`src/rtl/memory_controller.sv`:
```
// memory_controller: arbitrates instruction fetch and the load/store buffer onto a
// single byte-wide RAM port. Accesses of 1/2/4 bytes are serialised little-endian.
// Optional feature macro: MC_IO_STALL_EN (stall stores to the I/O range while the
// UART buffer is full). Without it io_buffer_full is ignored.
module memory_controller #(
  parameter int         ADDR_W = 32,
  parameter logic [1:0] IO_SEL = 2'b11
) (
  input  logic              clk,
  input  logic              rst,
  input  logic              rdy,
  input  logic              flush,
  input  logic [7:0]        mem_din,
  output logic [7:0]        mem_dout,
  output logic [ADDR_W-1:0] mem_a,
  output logic              mem_wr,
  input  logic              io_buffer_full,
  input  logic              if_valid,
  input  logic [ADDR_W-1:0] if_addr,
  output logic              if_done,
  output logic [31:0]       if_data,
  input  logic              lsb_valid,
  input  logic              lsb_ls,
  input  logic [5:0]        lsb_opcode,
  input  logic [ADDR_W-1:0] lsb_addr,
  input  logic [31:0]       lsb_s_data,
  output logic              lsb_done,
  output logic [31:0]       lsb_l_data
);

  localparam logic [5:0] OP_LB  = 6'd0;
  localparam logic [5:0] OP_LH  = 6'd1;
  localparam logic [5:0] OP_LW  = 6'd2;
  localparam logic [5:0] OP_LBU = 6'd3;
  localparam logic [5:0] OP_LHU = 6'd4;
  localparam logic [5:0] OP_SB  = 6'd5;
  localparam logic [5:0] OP_SH  = 6'd6;
  localparam logic [5:0] OP_SW  = 6'd7;

  typedef enum logic [1:0] {IDLE, READ, WRITE, COOLDOWN} state_t;

  function automatic logic [2:0] op_size(input logic [5:0] op);
    case (op)
      OP_LB, OP_LBU, OP_SB: op_size = 3'd1;
      OP_LH, OP_LHU, OP_SH: op_size = 3'd2;
      OP_LW, OP_SW:         op_size = 3'd4;
      default:              op_size = 3'd4;
    endcase
  endfunction

  function automatic logic [31:0] extend(input logic [5:0] op, input logic [31:0] w);
    case (op)
      OP_LB:   extend = {{24{w[7]}}, w[7:0]};
      OP_LH:   extend = {{16{w[15]}}, w[15:0]};
      OP_LBU:  extend = {24'b0, w[7:0]};
      OP_LHU:  extend = {16'b0, w[15:0]};
      default: extend = w;
    endcase
  endfunction

  state_t              state_q, state_d;
  logic [2:0]          cnt_q, cnt_d;
  logic [2:0]          size_q, size_d;
  logic                rr_q, rr_d;
  logic                owner_lsb_q, owner_lsb_d;
  logic                flushed_q, flushed_d;
  logic [ADDR_W-1:0]   addr_q, addr_d;
  logic [31:0]         sdata_q, sdata_d;
  logic [5:0]          op_q, op_d;
  logic [31:0]         word_q, word_d;
  logic [ADDR_W-1:0]   mem_a_q, mem_a_d;
  logic                mem_wr_q, mem_wr_d;
  logic [7:0]          mem_dout_q, mem_dout_d;
  logic                if_done_q, if_done_d;
  logic [31:0]         if_data_q, if_data_d;
  logic                lsb_done_q, lsb_done_d;
  logic [31:0]         lsb_l_data_q, lsb_l_data_d;

  logic                take_lsb;
  logic                acc_stall;
  logic                wr_stall;
  logic [2:0]          cnt_inc;
  logic [1:0]          rd_idx;
  logic                unused_ok;

  assign unused_ok = &{1'b0, io_buffer_full, IO_SEL};

  // Next-state, datapath and output computation; rdy=0 leaves every register unchanged.
  always_comb begin
    state_d      = state_q;
    cnt_d        = cnt_q;
    size_d       = size_q;
    rr_d         = rr_q;
    owner_lsb_d  = owner_lsb_q;
    flushed_d    = flushed_q;
    addr_d       = addr_q;
    sdata_d      = sdata_q;
    op_d         = op_q;
    word_d       = word_q;
    mem_a_d      = mem_a_q;
    mem_wr_d     = mem_wr_q;
    mem_dout_d   = mem_dout_q;
    if_done_d    = if_done_q;
    if_data_d    = if_data_q;
    lsb_done_d   = lsb_done_q;
    lsb_l_data_d = lsb_l_data_q;
    take_lsb     = lsb_valid && (!if_valid || !rr_q);
    cnt_inc      = cnt_q + 3'd1;
    rd_idx       = 2'(cnt_q - 3'd1);
`ifdef MC_IO_STALL_EN
    acc_stall    = (lsb_addr[17:16] == IO_SEL) && io_buffer_full;
    wr_stall     = (addr_q[17:16] == IO_SEL) && io_buffer_full;
`else
    acc_stall    = 1'b0;
    wr_stall     = 1'b0;
`endif
    if (rdy) begin
      case (state_q)
        IDLE: begin
          if_done_d  = 1'b0;
          lsb_done_d = 1'b0;
          // flush on the same edge as a request suppresses the accept
          if (!flush && (if_valid || lsb_valid)) begin
            rr_d        = take_lsb;
            owner_lsb_d = take_lsb;
            cnt_d       = 3'd0;
            flushed_d   = 1'b0;
            word_d      = 32'b0;
            if (take_lsb) begin
              addr_d  = lsb_addr;
              sdata_d = lsb_s_data;
              op_d    = lsb_opcode;
              size_d  = op_size(lsb_opcode);
              mem_a_d = lsb_addr;
            end else begin
              addr_d  = if_addr;
              op_d    = OP_LW;
              size_d  = 3'd4;
              mem_a_d = if_addr;
            end
            if (take_lsb && !lsb_ls) begin
              state_d    = WRITE;
              mem_wr_d   = !acc_stall;
              mem_dout_d = lsb_s_data[7:0];
            end else begin
              state_d  = READ;
              mem_wr_d = 1'b0;
            end
          end
        end
        READ: begin
          if (flush) begin
            state_d = IDLE;
          end else begin
            cnt_d = cnt_inc;
            if (cnt_inc < size_q) mem_a_d = addr_q + ADDR_W'(cnt_inc);
            // mem_din lags the address by one cycle, so byte k arrives two edges after it was addressed
            if (cnt_q != 3'd0) word_d[{rd_idx, 3'b000} +: 8] = mem_din;
            if (cnt_q == size_q) begin
              state_d = COOLDOWN;
              if (owner_lsb_q) begin
                lsb_done_d   = 1'b1;
                lsb_l_data_d = extend(op_q, word_d);
              end else begin
                if_done_d = 1'b1;
                if_data_d = word_d;
              end
            end
          end
        end
        WRITE: begin
          // a flushed store is still completed on the bus, only its done pulse is dropped
          if (flush) flushed_d = 1'b1;
          if (mem_wr_q) begin
            if (cnt_inc == size_q) begin
              mem_wr_d   = 1'b0;
              state_d    = COOLDOWN;
              lsb_done_d = !(flushed_q || flush);
            end else begin
              cnt_d      = cnt_inc;
              mem_a_d    = addr_q + ADDR_W'(cnt_inc);
              mem_dout_d = sdata_q[{cnt_inc[1:0], 3'b000} +: 8];
              mem_wr_d   = !wr_stall;
            end
          end else if (!wr_stall) begin
            mem_wr_d = 1'b1;
          end
        end
        default: begin
          state_d    = IDLE;
          if_done_d  = 1'b0;
          lsb_done_d = 1'b0;
        end
      endcase
    end
  end

  // State register with synchronous reset; reset drops any access in flight.
  always_ff @(posedge clk) begin
    if (rst) begin
      state_q      <= IDLE;
      cnt_q        <= 3'd0;
      size_q       <= 3'd0;
      rr_q         <= 1'b0;
      owner_lsb_q  <= 1'b0;
      flushed_q    <= 1'b0;
      addr_q       <= '0;
      sdata_q      <= 32'b0;
      op_q         <= 6'd0;
      word_q       <= 32'b0;
      mem_a_q      <= '0;
      mem_wr_q     <= 1'b0;
      mem_dout_q   <= 8'd0;
      if_done_q    <= 1'b0;
      if_data_q    <= 32'b0;
      lsb_done_q   <= 1'b0;
      lsb_l_data_q <= 32'b0;
    end else begin
      state_q      <= state_d;
      cnt_q        <= cnt_d;
      size_q       <= size_d;
      rr_q         <= rr_d;
      owner_lsb_q  <= owner_lsb_d;
      flushed_q    <= flushed_d;
      addr_q       <= addr_d;
      sdata_q      <= sdata_d;
      op_q         <= op_d;
      word_q       <= word_d;
      mem_a_q      <= mem_a_d;
      mem_wr_q     <= mem_wr_d;
      mem_dout_q   <= mem_dout_d;
      if_done_q    <= if_done_d;
      if_data_q    <= if_data_d;
      lsb_done_q   <= lsb_done_d;
      lsb_l_data_q <= lsb_l_data_d;
    end
  end

  assign mem_a      = mem_a_q;
  assign mem_wr     = mem_wr_q;
  assign mem_dout   = mem_dout_q;
  assign if_done    = if_done_q;
  assign if_data    = if_data_q;
  assign lsb_done   = lsb_done_q;
  assign lsb_l_data = lsb_l_data_q;

endmodule
```
`config.mk`:
```
export PLATFORM = sky130hd
export DESIGN_NAME = memory_controller
export DESIGN_NICKNAME = d
export VERILOG_FILES = /design/src/rtl/memory_controller.sv
export SDC_FILE = /design/constraint.sdc
export NUM_CORES = 1
export LEC_CHECK = 0
export BUFFER_PORTS_ARGS = -buffer_cell sky130_fd_sc_hd__buf_2
export CORE_ASPECT_RATIO = 1.75
export CORE_MARGIN = 2
export CORE_UTILIZATION = 35
export DETAILED_ROUTE_END_ITERATION = 10
export GPL_TIMING_DRIVEN = 0
export HOLD_SLACK_MARGIN = 0.06
export PLACE_DENSITY = 0.53
export SLEW_MARGIN = 20
export SYNTH_ARGS = -nofsm -noshare
export SYNTH_HDL_FRONTEND = slang
export SYNTH_SLANG_ARGS = --single-unit
```
`constraint.sdc`:
```
create_clock -name clk -period 11.2 [get_ports clk]
set_input_delay 2.24 -clock clk [delete_from_list [all_inputs] [get_ports clk]]
set_output_delay 2.24 -clock clk [all_outputs]
set_load 0.05 [all_outputs]
```
==> results of run 1 <==
[final timing paths]
check        cells after the start                     end                    from
min                              2  word_q[2]$_SDFFE_PP0P_  word_q[2]$_SDFFE_PP0P_
max                             13  mem_a[16]$_SDFFE_PP0P_   cnt_q[0]$_SDFFE_PP0P_
max reg2reg                     13  mem_a[16]$_SDFFE_PP0P_   cnt_q[0]$_SDFFE_PP0P_
min reg2reg                      2  word_q[2]$_SDFFE_PP0P_  word_q[2]$_SDFFE_PP0P_
[through the flow]
| step | setup WS (ps) | utilization (%) | hold WS, ps | total power, mW |
|---|---|---|---|---|
| after floorplan | 7520 | - | 428 | 1.08 |
| after global placement | 6150 | 40.9 | 437 | 1.21 |
| after detailed placement | 6210 | 40.9 | 443 | 1.21 |
| after CTS | 6120 | 43.4 | 452 | 1.98 |
| after global routing | 5800 | 43.4 | 470 | 2.04 |
| final | 6140 | 43.4 | 450 | 1.97 |
[worst reg2reg max path: stages (launching register included)]
cell and delay [ps]:
dfxtp_1 470, clkbuf_1 560, clkbuf_1 490, inv_1 250
ha_1 480, buf_2 380, inv_1 170, fa_1 450
nor2b_1 370, o2111ai_1 370, nor2_2 310, mux2_2 380
o2111ai_1 170, nand2_1 80
[power by group]
group	switching [mW]	internal, mW	leakage (nW)
clock	0.330	0.444	0.358
sequential	0.0272	0.813	1.78
combinational	0.250	0.103	2.87
total	0.607	1.36	5.00
[state kept, by name (all words and copies together) (netlist names), 2 cells and up]
register	cells
sdata_q	32
if_data	32
mem_dout	8
word_q	32
state_q	2
mem_a	32
op_q	6
lsb_l_data	32
cnt_q	3
size_q	3
addr_q	32
[routing by layer]
layer	wire (um)	part of all wire (%)	track usage (%)
met1	13600	35	23.6
met2	21300	55	48.3
met3	1640	4.3	3.30
met4	2000	5.2	12.4
met5	27	0.070	0
[area by class of cell]
cell class / count / area (um^2)
fillers: 3136 / 16600
multi-input cells: 939 / 5460
flip-flops and latches: 219 / 4380
repair buffers: 222 / 1110
clock buffers: 30 / 632
well taps: 382 / 478
plain buffers: 96 / 444
clock inverters: 10 / 111
inverters: 25 / 93.8
diodes: 1 / 2.50
[logic make-up (layout without fill, tap and decap cells)]
kind of cell	Yosys count	in the layout
other	0	1
AOI/OAI and AO/OA	306	306
xor gates and xnor gates	29	29
and+or+nand+nor	522	522
adders and majority gates	19	19
buffers and inverters	121	383
DFF	219	219
muxes	63	63
[Yosys cell counts, types with 19 or more instances]
cell type / instances
mux2i_1: 50
nor3_1: 50
nand3_1: 55
a211oi_1: 48
nand2_1: 213
xnor2_1: 19
nor2_1: 144
clkbuf_1: 61
a21oi_1: 131
inv_1: 24
o21ai_0: 46
dfxtp_1: 219
==> run_results.csv, run 1 <==
group,metric,value,unit
worst_setup_path,r2r_setup_slack,6140,ps
global_routing,track_usage,24.2,%
synthesis,synthAdderAreaFrac,2.36,%
sta,max_freq,198,MHz
synthesis,synth-seq-cells,219,
power_and_ir_drop,peakVddDrop,125,uV
sta,tightest_slew,879,ps
synthesis,synth.cell_area,0.0104,mm^2
synthesis,synth_cell_types,69,
clocking,root_buffer,"clkbuf_16",
die,io_pins,225,
sta,setup_viol,0,
power_and_ir_drop,p_leak,5.00,nW
layout,final_cell_mix,"239 x buf_2, 219 x dfxtp_1, 213 x nand2_1",
worst_setup_path,path_cells,"clkbuf_1 -> clkbuf_1 -> inv_1 -> ha_1 -> buf_2 -> inv_1 -> fa_1 -> nor2b_1 -> o2111ai_1 -> nor2_2 -> mux2_2 -> o2111ai_1 -> nand2_1",
clocking,cts_inserted_buffers,23,
drt,finalWirelength,38.6,mm
layout,syn2layout_area_growth,22.5,%
sta,slew_headroom,41.4,%
drt,route.detailed.drc,0,
sta,slew_viol_final,0,
synthesis,async_flop_share,0,%
drt,drtPass1Iterations,5,
die,die_h,232,um
place,routabilityCongestion,0.939,
synthesis,synth_mux_area_share,7.10,%
global_routing,grt_first_pass_wirelength,57.7,mm
hold_path,hp-class,"reg2reg",
die,coreArea,0.0293,mm^2
place,port_buffers,222,
sta,skew,17.7,ps
sta,finalSetupTns,0,ps
synthesis,yosysWarnings,0,
global_routing,grt_overflow_total,0,
sta,rsz0062_at_grt,"false",
synthesis,synth_area_leader_cell,"dfxtp_1",
clocking,clockBufferDepth,3,
drt,detail_route.iter0.violations,591,
layout,layoutNonFillerInstCount,1924,
layout,final_common_cell,"buf_2",
place,place_area,0.0120,mm^2
clocking,ctsHoldBuffers,0,
clocking,postCtsSetupBuffers,0,
worst_setup_path,slowest_delay,560,ps
power_and_ir_drop,p_per_area,155,mW/mm^2
drt,ant_nets,0,
worst_setup_path,crit_buf_inv,5,
clocking,cts_tree,"yes",
worst_setup_path,crit_family,"buffers and inverters",
worst_setup_path,crit_arrival,5460,ps
place,dpl.cell_count,1883,
worst_setup_path,worst-setup-path-type,"reg2reg",
clocking,cts-htree-levels,1,
clocking,cts-resized-gates,0,
layout,drive_above_1_share,20.8,%
layout,stdcell_area,0.0127,mm^2
layout,fin_nets,1663,
job,maxCapViolations,0,
synthesis,synth_compound_area_share,18.2,%
sta,final_hold_viol_count,0,
sta,fin_crit_sh,45.1,%
global_routing,grt_max_degree,15,
synthesis,synth_top_area_share,42.2,%
worst_setup_path,crit_required,11600,ps
sta,fin_crit,5060,ps
worst_setup_path,cp-end-kind,"register",
drt,vias_per_cell,5.26,
drt,vias,10129,
synthesis,synth_simple_gate_area_share,22.5,%
global_routing,grt_antenna_before_repair,3,
status,outcome,"finished clean",
drt,wl_per_cell,20.1,um
synthesis,synthTopCellsByArea,"dfxtp_1 42%, nand2_1 7.7%, a21oi_1 6.3%, nor2_1 5.2%, mux2i_1 4.8%",
place,dp_hpwl,30.1,mm
clocking,clkSinkCount,219,
synthesis,avgSynthCellArea,8.11,um^2
die,die-area,0.0311,mm^2
synthesis,synth_top_family_by_area,"simple AND/OR/NAND/NOR gates",
worst_setup_path,path_max_fanout,10,
clocking,path_clk_slew,70,ps
synthesis,synth_xor_area_share,2.45,%
worst_setup_path,cp-start-kind,"register",
die,initial_core_util,35.4,%
die,die_w,134,um
synthesis,syn_nets,1416,
synthesis,synthFlopType,"dfxtp_1",
die,rows,83,
clocking,clkLatencyLatePin,520,ps
worst_setup_path,slowest_stage,"clkbuf_1",
synthesis,synth_edf_count,0,
synthesis,synth_cells,1279,
global_routing,grt_pass1_vias,10127,
synthesis,yosysSeqAreaShare,42.2,%
Note: power is estimated with default switching activity, not from simulation.
==> inputs of run 2 (changes only) <==
Clock period 11.2 ns to 5.3 ns, I/O delays scaled along.
==> run_results.csv, run 2 (same netlist as run 1, synthesis figures left out) <==
group,metric,value,unit
clocking,clockBufferDepth,3,
layout,fin_nets,1663,
sta,setup_viol,0,
sta,finalSetupTns,0,ps
hold_path,hp-start,"word_q[2]$_SDFFE_PP0P_",
clocking,path_clk_slew,70,ps
sta,rsz0062_at_grt,"false",
layout,drive_above_1_share,20.8,%
clocking,cts-htree-levels,1,
layout,syn2layout_area_growth,22.5,%
die,die-area,0.0311,mm^2
job,maxCapViolations,0,
die,die_w,134,um
global_routing,grt_overflow_total,0,
drt,finalWirelength,38.6,mm
power_and_ir_drop,peakVddDrop,264,uV
global_routing,track_usage,24.2,%
hold_path,holdPathStages,2,
drt,wl_per_cell,20.0,um
place,dp_hpwl,30.1,mm
die,coreArea,0.0293,mm^2
clocking,root_buffer,"clkbuf_16",
sta,skew,17.7,ps
sta,fin_crit_sh,91.1,%
worst_setup_path,rr_worst_depth,13,
worst_setup_path,path_max_fanout,10,
sta,fin_crit,4830,ps
worst_setup_path,r2r_setup_slack,470,ps
worst_setup_path,worst-setup-path-type,"reg2reg",
clocking,postCtsSetupBuffers,0,
layout,layoutNonFillerInstCount,1924,
clocking,clkSinkCount,219,
drt,detail_route.iter0.violations,591,
place,routabilityCongestion,0.939,
die,initial_core_util,35.4,%
die,io_pins,225,
drt,vias_per_cell,5.26,
layout,final_common_cell,"buf_2",
global_routing,grt_pass1_vias,10127,
drt,route.detailed.drc,0,
place,dpl.cell_count,1883,
sta,hold_ws,450,ps
sta,final_hold_viol_count,0,
worst_setup_path,crit_required,5700,ps
power_and_ir_drop,p_leak,5.00,nW
worst_setup_path,reg2reg_from,"cnt_q[0]$_SDFFE_PP0P_",
global_routing,grt_max_degree,15,
worst_setup_path,crit_arrival,5230,ps
hold_path,hp-class,"reg2reg",
die,rows,83,
hold_path,whs_endpoint,"word_q[2]$_SDFFE_PP0P_",
drt,drtPass1Iterations,5,
sta,max_freq,207,MHz
worst_setup_path,cp-end-kind,"register",
sta,slew_headroom,41.4,%
clocking,cts_tree,"yes",
sta,slew_viol_final,0,
sta,tightest_slew,878,ps
global_routing,grt_antenna_before_repair,3,
status,outcome,"finished clean",
layout,final_cell_mix,"239 x buf_2, 219 x dfxtp_1, 213 x nand2_1",
power_and_ir_drop,p_per_area,327,mW/mm^2
die,die_h,232,um
worst_setup_path,r2r-end,"mem_a[16]$_SDFFE_PP0P_",
drt,vias,10123,
place,port_buffers,222,
worst_setup_path,cp-start-kind,"register",
clocking,cts_inserted_buffers,23,
drt,ant_nets,0,
global_routing,grt_first_pass_wirelength,57.7,mm
clocking,clkLatencyLatePin,520,ps
[run 2: how the worst max path moves through the flow]
stage / slack, ps / startpoint / cells after the start / endpoint
after global routing: 130 / cnt_q[0]$_SDFFE_PP0P_ / 13 / mem_a[20]$_SDFFE_PP0P_
after global placement: 250 / cnt_q[0]$_SDFFE_PP0P_ / 13 / mem_a[16]$_SDFFE_PP0P_
final: 470 / cnt_q[0]$_SDFFE_PP0P_ / 13 / mem_a[16]$_SDFFE_PP0P_
after CTS: 220 / cnt_q[0]$_SDFFE_PP0P_ / 13 / mem_a[20]$_SDFFE_PP0P_
after floorplan: 1620 / cnt_q[0]$_SDFFE_PP0P_ / 13 / mem_a[28]$_SDFFE_PP0P_
after detailed placement: 310 / cnt_q[0]$_SDFFE_PP0P_ / 13 / mem_a[20]$_SDFFE_PP0P_
[run 2: layer usage]
metal	global-route usage, %	part of all wire, %
met1	23.6	35
met3	3.30	4.4
met2	48.3	55
met4	12.4	5.2
met5	0	0.070
[run 2: what timing repair did]
action                     CTS  global route
hold buffers                 0             0
gates resized for setup      0             2
setup endpoints to repair    0             2
[run 2: area by class of cell]
type                       instances  area (um^2)
antenna                            1         2.50
buffer                            96          445
clock buffer                      30          632
clock inverter                    10          111
fill                            3137        16600
inverter                          25         93.8
multi-input combinational        939         5460
sequential                       219         4380
tap                              382          478
timing repair buffer             222         1110
[run 2: report_power, final]
part	leakage (nW)	total [mW]	switching [mW]	internal (mW)
Clock	0.358	1.64	0.698	0.939
Sequential	1.78	1.78	0.0574	1.72
Combinational	2.87	0.744	0.527	0.217
Total	5.00	4.16	1.28	2.87
[run 2: critical path: stages (launching register included)]
cell and delay, ps:
dfxtp_1 470, clkbuf_2 360, clkbuf_1 470, inv_1 250, ha_1 480, buf_2 380
inv_1 170, fa_1 450, nor2b_1 370, o2111ai_1 370, nor2_2 310, mux2_2 380
o2111ai_1 170, nand2_1 80
[run 2: per-stage QoR]
stage	worst slack [ps]	util (%)	power (mW)	cell area [um^2]
6_report	471	43.4	4.16	12700
5_1_grt	129	43.4	4.31	12700
4_1_cts	221	43.4	4.19	12700
3_5_place_dp	305	40.9	2.55	12000
3_3_place_gp	249	40.9	2.55	12000
2_1_floorplan	1620	-	2.28	10400
==> inputs of run 3 (changes only) <==
Settings changed: PLACE_DENSITY 0.53 to not set.
Clock period 5.3 ns to 6.2 ns, I/O delays scaled along.
==> run_results.csv, run 3 (same netlist as run 1, synthesis figures left out) <==
group,metric,value,unit
sta,final_hold_viol_count,0,
sta,rsz0062_at_grt,"false",
drt,wl_per_cell,19.7,um
drt,finalWirelength,37.8,mm
power_and_ir_drop,p_seq_share,44.3,%
clocking,clockBufferDepth,3,
global_routing,grt_pass1_vias,10144,
clocking,clkSinkCount,219,
layout,fin_nets,1662,
die,die_h,232,um
global_routing,grt_first_pass_wirelength,56.8,mm
clocking,cts-resized-gates,0,
clocking,root_buffer,"clkbuf_16",
clocking,cts-htree-levels,1,
sta,tightest_slew,996,ps
clocking,cts_inserted_buffers,22,
clocking,clkLatencyLatePin,530,ps
sta,finalSetupTns,0,ps
layout,n_antenna_cell,0,
status,outcome,"finished clean",
drt,drtPass1Iterations,6,
sta,slew_viol_final,0,
layout,fillerInstances,3083,
layout,syn2layout_area_growth,21.6,%
sta,worst_slack,1170,ps
clocking,cts_tree,"yes",
layout,multi_input_area,0.00546,mm^2
layout,final_util,43.1,%
drt,detail_route.iter0.violations,628,
die,die-area,0.0311,mm^2
die,die_w,134,um
power_and_ir_drop,pwr-share-comb,18.4,%
drt,vias,10277,
worst_setup_path,worst-setup-path-type,"reg2reg",
layout,final_common_cell,"buf_2",
layout,stdcell_area,0.0126,mm^2
place,pre_cts_slack,1190,ps
power_and_ir_drop,switching_share,30.9,%
drt,ant_nets,0,
clocking,path_clk_slew,60,ps
layout,seq_area,0.00438,mm^2
layout,drive_above_1_share,20.3,%
global_routing,grt_antenna_before_repair,0,
power_and_ir_drop,p_sw,1.06,mW
sta,skew,11.2,ps
die,io_pins,225,
sta,setup_viol,0,
power_and_ir_drop,p_int,2.36,mW
worst_setup_path,crit_family,"buffers and inverters",
clocking,postCtsSetupBuffers,0,
place,routabilityCongestion,0.984,
sta,hold_ws,452,ps
power_and_ir_drop,peakVddDrop,169,uV
sta,fin_crit,5030,ps
layout,final_cell_mix,"239 x buf_2, 219 x dfxtp_1, 213 x nand2_1",
hold_path,hp-class,"reg2reg",
worst_setup_path,cp-end-kind,"register",
worst_setup_path,slowest_delay,550,ps
power_and_ir_drop,p_per_area,271,mW/mm^2
global_routing,track_usage,23.8,%
sta,max_freq,199,MHz
drt,vias_per_cell,5.36,
worst_setup_path,crit_arrival,5440,ps
global_routing,grt_overflow_total,0,
sta,slew_headroom,33.1,%
job,maxCapViolations,0,
place,dpl.cell_count,1883,
die,initial_core_util,35.4,%
worst_setup_path,cp-start-kind,"register",
drt,route.detailed.drc,0,
clocking,ctsHoldBuffers,0,
power_and_ir_drop,clkPwrFrac,37.3,%
die,rows,83,
place,port_buffers,222,
sta,fin_crit_sh,81.1,%
place,place_area,0.0120,mm^2
worst_setup_path,slowest_stage,"clkbuf_1",
worst_setup_path,path_cells,"clkbuf_1 -> clkbuf_1 -> inv_1 -> ha_1 -> buf_2 -> inv_1 -> fa_1 -> nor2b_1 -> o2111ai_1 -> nor2_2 -> mux2_2 -> o2111ai_1 -> nand2_1",
place,dp_hpwl,29.5,mm
power_and_ir_drop,power,3.42,mW
power_and_ir_drop,p_leak,4.96,nW
global_routing,grt_max_degree,14,
worst_setup_path,path_max_fanout,10,
worst_setup_path,crit_required,6610,ps
layout,layoutNonFillerInstCount,1918,
die,coreArea,0.0293,mm^2
worst_setup_path,crit_buf_inv,5,
[run 3: cell types whose count changed in the layout (fill, tap and decap cells not counted), moves of 2 or more]
cell and delta:
clkbuf_1 +4, clkinv_2 -2, clkinvlp_4 -3, bufinv_16 -2
[run 3: layout make-up]
cell class	instances	area share [%]
Timing Repair Buffer	222	8.80
Inverter	25	0.744
Tap cell	382	3.79
Buffer	96	3.52
Clock inverter	2	0.0793
Clock buffer	33	5.10
Multi-Input combinational cell	939	43.2
Sequential cell	219	34.7
[run 3: tightest hold or removal path: cells and delay by family, from the launching register on]
kind / cells / cell delay, ps
AO/OA/AOI/OAI: 1 / 50
flip-flops: 1 / 300
AND/OR/NAND/NOR: 1 / 50
[run 3: power groups by stage]
stage | combinational (mW) | clock [mW] | sequential, mW
after floorplan | 0.304 | 0 | 1.65
after global placement | 0.622 | 0 | 1.55
after detailed placement | 0.628 | 0 | 1.55
after CTS | 0.630 | 1.30 | 1.52
after global routing | 0.678 | 1.35 | 1.53
final | 0.628 | 1.28 | 1.52
[run 3: worst paths after layout]
path                         startpoint  slack, ps  depth (start not counted)                    endpoint
max               cnt_q[0]$_SDFFE_PP0P_       1170                         13      mem_a[16]$_SDFFE_PP0P_
min          lsb_l_data[3]$_SDFFE_PP0P_        450                          2  lsb_l_data[3]$_SDFFE_PP0P_
max reg2reg       cnt_q[0]$_SDFFE_PP0P_       1170                         13      mem_a[16]$_SDFFE_PP0P_
min reg2reg  lsb_l_data[3]$_SDFFE_PP0P_        450                          2  lsb_l_data[3]$_SDFFE_PP0P_
[run 3: metal layers]
layer	routed length (um)	global-route usage (%)
met5	0	0
met4	2190	13.3
met3	2010	2.75
met2	20500	45.6
met1	13100	24.5
